<file path="src/rtl/ifu_pkg.sv">
// Shared fetch-stage constants: canonical NOP encoding and default reset PC.
// Imported by the fetch unit and reusable by decode/execute.
package ifu_pkg;
    localparam logic [31:0] INSTR_NOP        = 32'h0000_0013;
    localparam logic [31:0] DEFAULT_RESET_PC = 32'h0000_0000;
endpackage

</file>
<file path="src/rtl/ifu_if.sv">
// Instruction bus: req/gnt address phase, in-order rvalid data phase.
interface ifu_if #(
    parameter int AW = 32,
    parameter int DW = 32
);
    logic          req;
    logic [AW-1:0] addr;
    logic          gnt;
    logic          rvalid;
    logic [DW-1:0] rdata;
    logic          err;

    modport master (output req, addr, input gnt, rvalid, rdata, err);
    modport slave  (input req, addr, output gnt, rvalid, rdata, err);
endinterface

</file>
<file path="src/rtl/ifu_fifo.sv">
// Synchronous instruction buffer with synchronous flush; head entry is
// visible on rdata whenever the FIFO is non-empty.
module ifu_fifo #(
    parameter int DATAW = 65,
    parameter int DEPTH = 4,
    parameter int CW    = $clog2(DEPTH + 1)
) (
    input  logic             clk,
    input  logic             rst_n,
    input  logic             push,
    input  logic [DATAW-1:0] wdata,
    input  logic             pop,
    input  logic             flush,
    output logic [DATAW-1:0] rdata,
    output logic             full,
    output logic             empty,
    output logic [CW-1:0]    count
);
    localparam int PW = (DEPTH > 1) ? $clog2(DEPTH) : 1;

    logic [DATAW-1:0] mem_q [DEPTH];
    logic [PW-1:0]    wr_q, wr_d, rd_q, rd_d;
    logic [CW-1:0]    count_q, count_d;
    logic             do_push, do_pop;

    function automatic logic [PW-1:0] ptr_inc(input logic [PW-1:0] p);
        return (p == PW'(DEPTH - 1)) ? '0 : p + PW'(1);
    endfunction

    assign full    = (count_q == CW'(DEPTH));
    assign empty   = (count_q == '0);
    assign count   = count_q;
    assign rdata   = mem_q[rd_q];
    assign do_pop  = pop && !empty;
    assign do_push = push && (!full || do_pop);

    always_comb begin
        wr_d    = wr_q;
        rd_d    = rd_q;
        count_d = count_q;
        if (flush) begin
            wr_d    = '0;
            rd_d    = '0;
            count_d = '0;
        end else begin
            if (do_push) wr_d = ptr_inc(wr_q);
            if (do_pop)  rd_d = ptr_inc(rd_q);
            count_d = count_q + CW'(do_push) - CW'(do_pop);
        end
    end

    always_ff @(posedge clk or negedge rst_n) begin
        if (!rst_n) begin
            wr_q    <= '0;
            rd_q    <= '0;
            count_q <= '0;
        end else begin
            wr_q    <= wr_d;
            rd_q    <= rd_d;
            count_q <= count_d;
        end
    end

    // Storage needs no reset: entries are only observed once counted valid.
    always_ff @(posedge clk) begin
        if (do_push && !flush) mem_q[wr_q] <= wdata;
    end
endmodule

</file>
<file path="src/rtl/ifu.sv">
// Instruction fetch unit: owns the fetch PC, issues credit-limited in-order
// bus requests, buffers {pc, err, instr} and presents one entry per cycle.
module ifu
    import ifu_pkg::*;
#(
    parameter int            AW         = 32,
    parameter int            DW         = 32,
    parameter logic [AW-1:0] RESET_PC   = AW'(DEFAULT_RESET_PC),
    parameter int            FIFO_DEPTH = 4
) (
    input  logic          clk,
    input  logic          rst_n,
    input  logic          i_jump_valid,
    input  logic [AW-1:0] i_jump_addr,
    input  logic          i_holding,
    ifu_if.master         ibus,
    output logic [AW-1:0] o_pc,
    output logic [DW-1:0] o_instr,
    output logic          o_instr_valid,
    output logic          o_fetch_err
);
    localparam int CW  = $clog2(FIFO_DEPTH + 1);
    localparam int FDW = AW + 1 + DW;
    localparam logic [DW-1:0] NOP = DW'(INSTR_NOP);

    logic [AW-1:0]  fetch_pc_q, fetch_pc_d, resp_pc_q, resp_pc_d, jump_tgt;
    logic [CW-1:0]  outst_q, outst_d, discard_q, discard_d, fifo_count;
    logic [CW:0]    inflight;
    logic           req, fire, rsp, push, pop;
    logic           fifo_full, fifo_empty;
    logic [FDW-1:0] fifo_wdata, fifo_rdata;
    logic           unused_addr_lsb;

    assign jump_tgt        = {i_jump_addr[AW-1:2], 2'b00};
    assign unused_addr_lsb = ^i_jump_addr[1:0];

    // Credits cover both buffered entries and responses still on the bus, so a
    // push always finds room. rst_n gating keeps req low while held in reset.
    assign inflight = {1'b0, outst_q} + {1'b0, fifo_count};
    assign req      = rst_n && !i_jump_valid && (inflight < (CW+1)'(FIFO_DEPTH));
    assign fire     = req && ibus.gnt;
    assign rsp      = ibus.rvalid && (outst_q != '0);
    assign push     = rsp && (discard_q == '0) && !i_jump_valid && !fifo_full;
    assign pop      = !fifo_empty && !i_holding && !i_jump_valid;

    assign ibus.req  = req;
    assign ibus.addr = fetch_pc_q;

    assign fifo_wdata = {resp_pc_q, ibus.err, ibus.err ? NOP : ibus.rdata};

    always_comb begin
        fetch_pc_d = fetch_pc_q;
        resp_pc_d  = resp_pc_q;
        outst_d    = outst_q + CW'(fire) - CW'(rsp);
        discard_d  = discard_q;
        if (i_jump_valid) begin
            fetch_pc_d = jump_tgt;
            resp_pc_d  = jump_tgt;
            discard_d  = outst_q - CW'(rsp);
        end else begin
            if (fire) fetch_pc_d = fetch_pc_q + AW'(4);
            if (push) resp_pc_d  = resp_pc_q + AW'(4);
            if (rsp && discard_q != '0) discard_d = discard_q - CW'(1);
        end
    end

    always_ff @(posedge clk or negedge rst_n) begin
        if (!rst_n) begin
            fetch_pc_q <= RESET_PC;
            resp_pc_q  <= RESET_PC;
            outst_q    <= '0;
            discard_q  <= '0;
        end else begin
            fetch_pc_q <= fetch_pc_d;
            resp_pc_q  <= resp_pc_d;
            outst_q    <= outst_d;
            discard_q  <= discard_d;
        end
    end

    ifu_fifo #(.DATAW(FDW), .DEPTH(FIFO_DEPTH), .CW(CW)) u_fifo (
        .clk   (clk),
        .rst_n (rst_n),
        .push  (push),
        .wdata (fifo_wdata),
        .pop   (pop),
        .flush (i_jump_valid),
        .rdata (fifo_rdata),
        .full  (fifo_full),
        .empty (fifo_empty),
        .count (fifo_count)
    );

    assign o_instr_valid = !fifo_empty;
    assign o_pc          = o_instr_valid ? fifo_rdata[FDW-1 -: AW] : '0;
    assign o_fetch_err   = o_instr_valid && fifo_rdata[DW];
    assign o_instr       = o_instr_valid ? fifo_rdata[DW-1:0] : NOP;
endmodule

</file>
<file path="src/flat_wrapper.sv">
// flat-port wrapper written by rule: the top's interface ports become plain ports
module ifu_flat import ifu_pkg::*;
#(
    parameter int            AW         = 32,
    parameter int            DW         = 32,
    parameter logic [AW-1:0] RESET_PC   = AW'(DEFAULT_RESET_PC),
    parameter int            FIFO_DEPTH = 4
)
  (clk, rst_n, i_jump_valid, i_jump_addr, i_holding, o_pc, o_instr, o_instr_valid, o_fetch_err, ibus_req, ibus_addr, ibus_gnt, ibus_rvalid, ibus_rdata, ibus_err);
  ifu_if #(.AW(AW), .DW(DW)) ibus_i ();
  input  logic clk;
  input  logic rst_n;
  input  logic i_jump_valid;
  input  logic [AW-1:0] i_jump_addr;
  input  logic i_holding;
  output logic [AW-1:0] o_pc;
  output logic [DW-1:0] o_instr;
  output logic o_instr_valid;
  output logic o_fetch_err;
  output wire logic [$bits(ibus_i.req)-1:0] ibus_req;
  output wire logic [$bits(ibus_i.addr)-1:0] ibus_addr;
  input wire logic [$bits(ibus_i.gnt)-1:0] ibus_gnt;
  input wire logic [$bits(ibus_i.rvalid)-1:0] ibus_rvalid;
  input wire logic [$bits(ibus_i.rdata)-1:0] ibus_rdata;
  input wire logic [$bits(ibus_i.err)-1:0] ibus_err;
  assign ibus_req = ibus_i.req;
  assign ibus_addr = ibus_i.addr;
  assign ibus_i.gnt = ibus_gnt;
  assign ibus_i.rvalid = ibus_rvalid;
  assign ibus_i.rdata = ibus_rdata;
  assign ibus_i.err = ibus_err;
  ifu #(.AW(AW), .DW(DW), .RESET_PC(RESET_PC), .FIFO_DEPTH(FIFO_DEPTH)) u_core (.clk(clk), .rst_n(rst_n), .i_jump_valid(i_jump_valid), .i_jump_addr(i_jump_addr), .i_holding(i_holding), .ibus(ibus_i), .o_pc(o_pc), .o_instr(o_instr), .o_instr_valid(o_instr_valid), .o_fetch_err(o_fetch_err));
endmodule
</file>
<file path="config.mk">
export PLATFORM = sky130hd
export DESIGN_NAME = ifu_flat
export DESIGN_NICKNAME = d
export VERILOG_FILES = /design/src/rtl/ifu_pkg.sv /design/src/rtl/ifu_if.sv /design/src/rtl/ifu_fifo.sv /design/src/rtl/ifu.sv /design/src/flat_wrapper.sv
export SDC_FILE = /design/constraint.sdc
export NUM_CORES = 1
export LEC_CHECK = 0
export BUFFER_PORTS_ARGS = -buffer_cell sky130_fd_sc_hd__buf_2
export CAP_MARGIN = 20
export CELL_PAD_IN_SITES_DETAIL_PLACEMENT = 0
export CELL_PAD_IN_SITES_GLOBAL_PLACEMENT = 1
export CORE_ASPECT_RATIO = 0.75
export CORE_UTILIZATION = 30
export DETAILED_ROUTE_END_ITERATION = 10
export GPL_TIMING_DRIVEN = 0
export PLACE_DENSITY = 0.53
export SYNTH_ARGS = -nofsm -noshare
export SYNTH_HDL_FRONTEND = slang
export SYNTH_SLANG_ARGS = --single-unit
</file>
<file path="constraint.sdc">
create_clock -name clk -period 7.98 [get_ports clk]
set_clock_uncertainty 0.2 [all_clocks]
set_input_delay 0.798 -clock clk [delete_from_list [all_inputs] [get_ports clk]]
set_output_delay 0.798 -clock clk [all_outputs]
set_load 0.01 [all_outputs]
</file>
Word-level counts from Yosys, hierarchy flattened --
Memories as Yosys holds them, arrays and structs flattened. Cells that the tools add are included.
Cells by class: $add $sub $neg 11, multipliers 0, divide/modulo/power cells 0, $lt $le $gt $ge 1, equal/unequal tests 3, shift operators 0, muxes and demuxes 18, bitwise operators 0, reduce and logical (&&, ||, !) cells 28
Operator list (number):
- 2-to-1 mux 32 bit | 7
- adder 32 x 3 -> 32 bit (second input constant) | 2
- logical AND 1 bit | 14
- 2-to-1 mux 2 bit | 6
- nonzero test 2 bit | 5
- 2-to-1 mux 3 bit | 3
- subtractor 3 x 1 -> 3 bit | 3
- adder 3 x 1 -> 3 bit | 2
- zero test 3 bit | 2
- nonzero test 3 bit | 2
- adder 2 x 1 -> 2 bit (second input constant) | 2
- adder 3 x 3 -> 4 bit | 1
- equality test 2 bit (second input constant) | 2
- zero test 1 bit | 4
- < comparator 4 x 3 -> 1 bit (second input constant) | 1
- equality test 3 bit (second input constant) | 1
- subtractor 3 x 1 -> 3 bit (second input constant) | 1
- 2-to-1 mux 1 bit | 2
- logical OR 1 bit | 1
Storage, ports and cells: flip-flop bits (word level) 77, latch bits 0, RAM bits 260, memory bits (read-only) 0, input bits 71, output and inout port bits 99, word-level logic and storage cells 69, memories kept 1
Memory list:
- u_core.u_fifo.mem_q | depth 4, width 65, read ports 1, clocked after memory_dff 0, wr ports 1, RTL line ifu_fifo.sv:21 | logic [DATAW-1:0] mem_q [DEPTH];

Longest topological paths before layout --
depth in word-level cells 10, gate-level depth with buffers 13, mapped depth without buffers 12

Cells and area by module --
A second synthesis with hierarchy kept.
Unflattened totals: cell total of the unflattened synthesis 999, area total of the unflattened synthesis 14860.5 sq um
Modules (own cells, without submodules):
- ifu_fifo | instances 1, cells an instance 387, area an instance 9820.7 sq um, seq. area each 7982.7 sq um
- ifu | instances 1, cells an instance 612, area an instance 5039.8 sq um, seq. area each 1651.6 sq um

Least setup slack after synthesis --
OpenSTA, ideal clock, no wires.
kind in2reg, start point input port ibus_rvalid, end point memory u_core.u_fifo.mem_q[0][0], enable pin, setup time 0.428 ns, arrival 3.297 ns, required time 7.352 ns, path slack 4.056 ns, stages on the path 4, buffers on the path 1, cells stage by stage o31ai_1 a2111oi_4 clkbuf_1 and2_1
On the way: longest elaborated chain between the ends 8
Ends and longest elaborated chain:
- start: declaration | RTL line flat_wrapper.sv:23 | input wire logic [$bits(ibus_i.rvalid)-1:0] ibus_rvalid;
- logical AND 1 bit | RTL line ifu.sv:42 | assign rsp = ibus.rvalid && (outst_q != '0);
- logical AND 1 bit (3 in a row) | RTL line ifu.sv:43 | assign push = rsp && (discard_q == '0) && !i_jump_valid && !fifo_full;
- logical AND 1 bit | RTL line ifu_fifo.sv:35 | assign do_push = push && (!full || do_pop);
- logical AND 1 bit | RTL line ifu_fifo.sv:66 | if (do_push && !flush) mem_q[wr_q] <= wdata;
- 2-to-1 mux 1 bit | RTL line ifu_fifo.sv:66
- 2-to-1 mux 1 bit (implied by the code) | RTL line ifu_fifo.sv:66
- end: declaration | RTL line ifu_fifo.sv:21
Every way passes these cells.

Final worst setup path --
start point register u_core.u_fifo.rd_q[0], end point output port o_pc[13]
On the way: longest elaborated chain between the ends 2
Ends and longest elaborated chain:
- start: declaration | RTL line ifu_fifo.sv:22 | logic [PW-1:0] wr_q, wr_d, rd_q, rd_d;
- start signal: assignment | RTL line ifu_fifo.sv:59 | rd_q <= rd_d;
- memory read (4 x 65 bit)
- 2-to-1 mux 32 bit | RTL line ifu.sv:95 | assign o_pc = o_instr_valid ? fifo_rdata[FDW-1 -: AW] : '0;
- end: declaration | RTL line flat_wrapper.sv:16 | output logic [AW-1:0] o_pc;
Every way passes these cells.

==> results.sh <==
export IMPL_vdd_drop_max_mv=0.127
export IMPL_met2_usage_pct=22.3
export IMPL_via_per_inst=4.67
export IMPL_cts_buffers=37
export IMPL_power_mw=4.79
export IMPL_gr_usage_met3_pct=2.78
export IMPL_postCtsSetupBuffers=0
export IMPL_multi_input_area_mm2=0.00436
export IMPL_num_io_pins=170
export IMPL_io_buffers=162
export IMPL_cts_tree="yes"
export IMPL_area_growth_pct=20.5
export IMPL_setup_viol_count_final=0
export IMPL_synth_area_leaders="edfxtp_1 54%, dfrtp_1 13%, mux4_2 10%, and2_1 3.1%, xnor2_1 2.1%"
export IMPL_drc=0
export IMPL_report_final_slew_viol_count=0
export IMPL_antenna_left=0
export IMPL_grt_setup_unrepaired="no"
export IMPL_syn_area_mm2=0.0140
export IMPL_clkTransAtPathRegs_ns=0.05
export IMPL_power_switching_mw=1.45
export IMPL_intPower_mw=3.34
export IMPL_cp_start_kind="flip-flop"
export IMPL_track_usage_pct=14.9
export IMPL_synth_cell_types=52
export IMPL_relSlewSlack_pct=32.7
export IMPL_cts_max_level=2
export IMPL_crit_arrival_ns=3.00
export IMPL_fillers=4421
export IMPL_yosysTopAreaCell="edfxtp_1"
export IMPL_period_minus_slack_ns=4.00
export IMPL_leakagePower_nw=6.01
export IMPL_die_x_um=252
export IMPL_cts_root_buf="clkbuf_16"
export IMPL_globalplace_congestion=0.748
export IMPL_status="finished, final reports clean"
export IMPL_wl_per_cell_um=19.9
export IMPL_die_area_mm2=0.0476
export IMPL_grt_ovfl_total=0
export IMPL_drv_cap=0
export IMPL_synthCells=890
export IMPL_yosys_area_top_type_share_pct=53.9
export IMPL_p_sw_share_pct=30.2
export IMPL_synth_async_reset_ratio_pct=22.5
export IMPL_yosysMostFrequentCell="edfxtp_1"
export IMPL_worstSetupPathType="reg -> out"
export IMPL_antenna_found_initial=1
export IMPL_busiest_layer="met2"
export IMPL_syn_area_per_cell_um2=15.8
export IMPL_post_cts_resized=0
export IMPL_fmax_mhz=250
export IMPL_setup_tns_ns=0
export IMPL_worstSkewPairLatency_ns=0.53
export IMPL_finalHoldViolations=0
export IMPL_grt_pass1_wl_um=53300
export IMPL_dpl_hpwl_um=24000
export IMPL_ys_flop_type="edfxtp_1"
export IMPL_rrSetupSlack_ns=4.29
export IMPL_coreArea_mm2=0.0460
export IMPL_netlist_top_cells_count="252 x edfxtp_1, 73 x dfrtp_1, 69 x and2_1"
export IMPL_wirelength_um=35000
export IMPL_ys_warn_count=0
export IMPL_worst_slew_pin_slew_ns=1.00
export IMPL_synth_seq_cells=325
export IMPL_fin_crit_sh_pct=50.1
export IMPL_grt_pass1_vias=8411
export IMPL_synth_edff_count=252
export IMPL_vias=8215
export IMPL_cts_sinks=325
export IMPL_grt_start_max_net_pins=42
export IMPL_drtIter0Drc=511
export IMPL_required_ns=6.98
export IMPL_use_met1_pct=22.3
export IMPL_cts_buffer_depth=3
export IMPL_start_util_pct=30.5
export IMPL_drive_gt1_share_pct=29.1
export IMPL_regArea_mm2=0.00939
export IMPL_power_frac_comb_pct=24.7
export IMPL_diodes=0
export IMPL_clockPowerShare_pct=32.9
export IMPL_drt_pre_antenna_iters=4
export IMPL_power_density_mw_per_mm2=283
export IMPL_power_frac_seq_pct=42.4
export IMPL_worst_path_max_fanout=10
export IMPL_hp_class="in -> async"
export IMPL_layout_nets=1189
export IMPL_synth_seq_area_share_pct=67.0
export IMPL_holdBufCountCts=0
export IMPL_cp_end_kind="output pin"
export IMPL_num_rows=68
export IMPL_die_h_um=189
sequential cells by signal, summed over array words and instances (netlist names):
name,cells
u_core.u_fifo.rd_q,2
u_core.u_fifo.mem_q,252
u_core.u_fifo.wr_q,2
u_core.resp_pc_q,30
u_core.u_fifo.count,3
u_core.outst_q,3
u_core.ibus.addr,30
u_core.discard_q,3
stage by stage:
step	instance area, µm²	hold slack (ns)	utilization, %	worst slack, ns	instances
2_1_floorplan	14000	0.302	-	4.06	893
3_3_place_gp	15600	0.344	34.0	2.08	1685
3_5_place_dp	15800	0.339	34.3	3.96	1690
4_1_cts	16900	0.0443	36.7	3.84	1758
5_1_grt	16900	0.0569	36.7	3.68	1758
6_report	16900	0.0422	36.7	3.98	1758
logic make-up after synthesis:
family                   after synthesis  share of synthesized area, %
flip-flops                           325                          67.0
AND/OR/NAND/NOR                      272                          11.2
AO/OA/AOI/OAI                         85                          4.05
multiplexers                          78                          11.3
buffers and inverters                 69                          2.12
XOR/XNOR                              41                          2.56
adder cells (fa/ha/maj)               19                          1.80
other                                  1                        0.0267
path summary, 6_finish.rpt:
check                                       from  depth (start not counted)                     end
setup / recovery           u_core.u_fifo.rd_q[0]                          5                o_pc[13]
hold / removal                             rst_n                          1    u_core.ibus.addr[25]
setup reg to reg             u_core.discard_q[0]                         13  u_core.u_fifo.count[2]
hold reg to reg            u_core.u_fifo.wr_q[0]                          1   u_core.u_fifo.wr_q[0]
max in group asynchronous                  rst_n                          2   u_core.u_fifo.wr_q[1]
min in group clk                 i_jump_addr[30]                          3    u_core.resp_pc_q[30]
power groups by stage:
stage	combinational, mW	sequential, mW	clock (mW)
after floorplan	0.736	2.04	0
after global placement	1.21	2.07	0
after detailed placement	1.22	2.07	0
after CTS	1.23	2.03	1.62
after global routing	1.31	2.05	1.69
final	1.18	2.03	1.58
layer usage:
metal | routed length (µm) | vias to the layer above
met5 | 13 | -
met4 | 584 | 2
met3 | 1410 | 41
met2 | 15500 | 140
met1 | 17600 | 4213
li1 | - | 3819
cell usage in the layout (no fill, tap or decap), types with 5 or more instances in the layout:
cell,synthesis,final
edfxtp_1,252,252
buf_2,7,168
dfrtp_1,73,73
and2_1,69,65
mux4_2,63,63
nand2_1,60,60
clkbuf_1,33,45
clkbuf_16,0,37
xnor2_1,33,33
o21ai_1,32,32
nor2b_1,30,30
nand3_1,26,26
inv_1,17,17
ha_1,17,17
nor2_1,14,14
o211ai_1,14,14
o311ai_1,14,14
nand4_1,13,13
mux2_2,12,12
and3_1,10,10
a21oi_1,9,9
and4_1,8,8
nor3_1,9,8
xor2_1,8,8
clkinv_1,0,8
nor4_1,6,6
clkinv_2,0,6
a31oi_1,5,5
nor3_2,4,5
buf_4,4,5
buf_16,0,5
critical path, stage by stage, from the launching register on:
cell	delay [ns]
dfrtp_1	0.39
clkbuf_1	0.66
buf_2	0.49
mux4_2	0.54
and2_1	0.23
buf_2	0.16
area by class of cell:
cell class                      instances  share of cell area (%)
Buffer                                 48                    1.30
Clock buffer                           49                    5.74
Clock inverter                         19                   0.829
Inverter                               21                   0.466
Multi-Input combinational cell        499                    25.8
Sequential cell                       325                    55.6
Tap cell                              630                    4.66
Timing Repair Buffer                  167                    5.63
No activity file was read; power rests on OpenSTA's default activity.
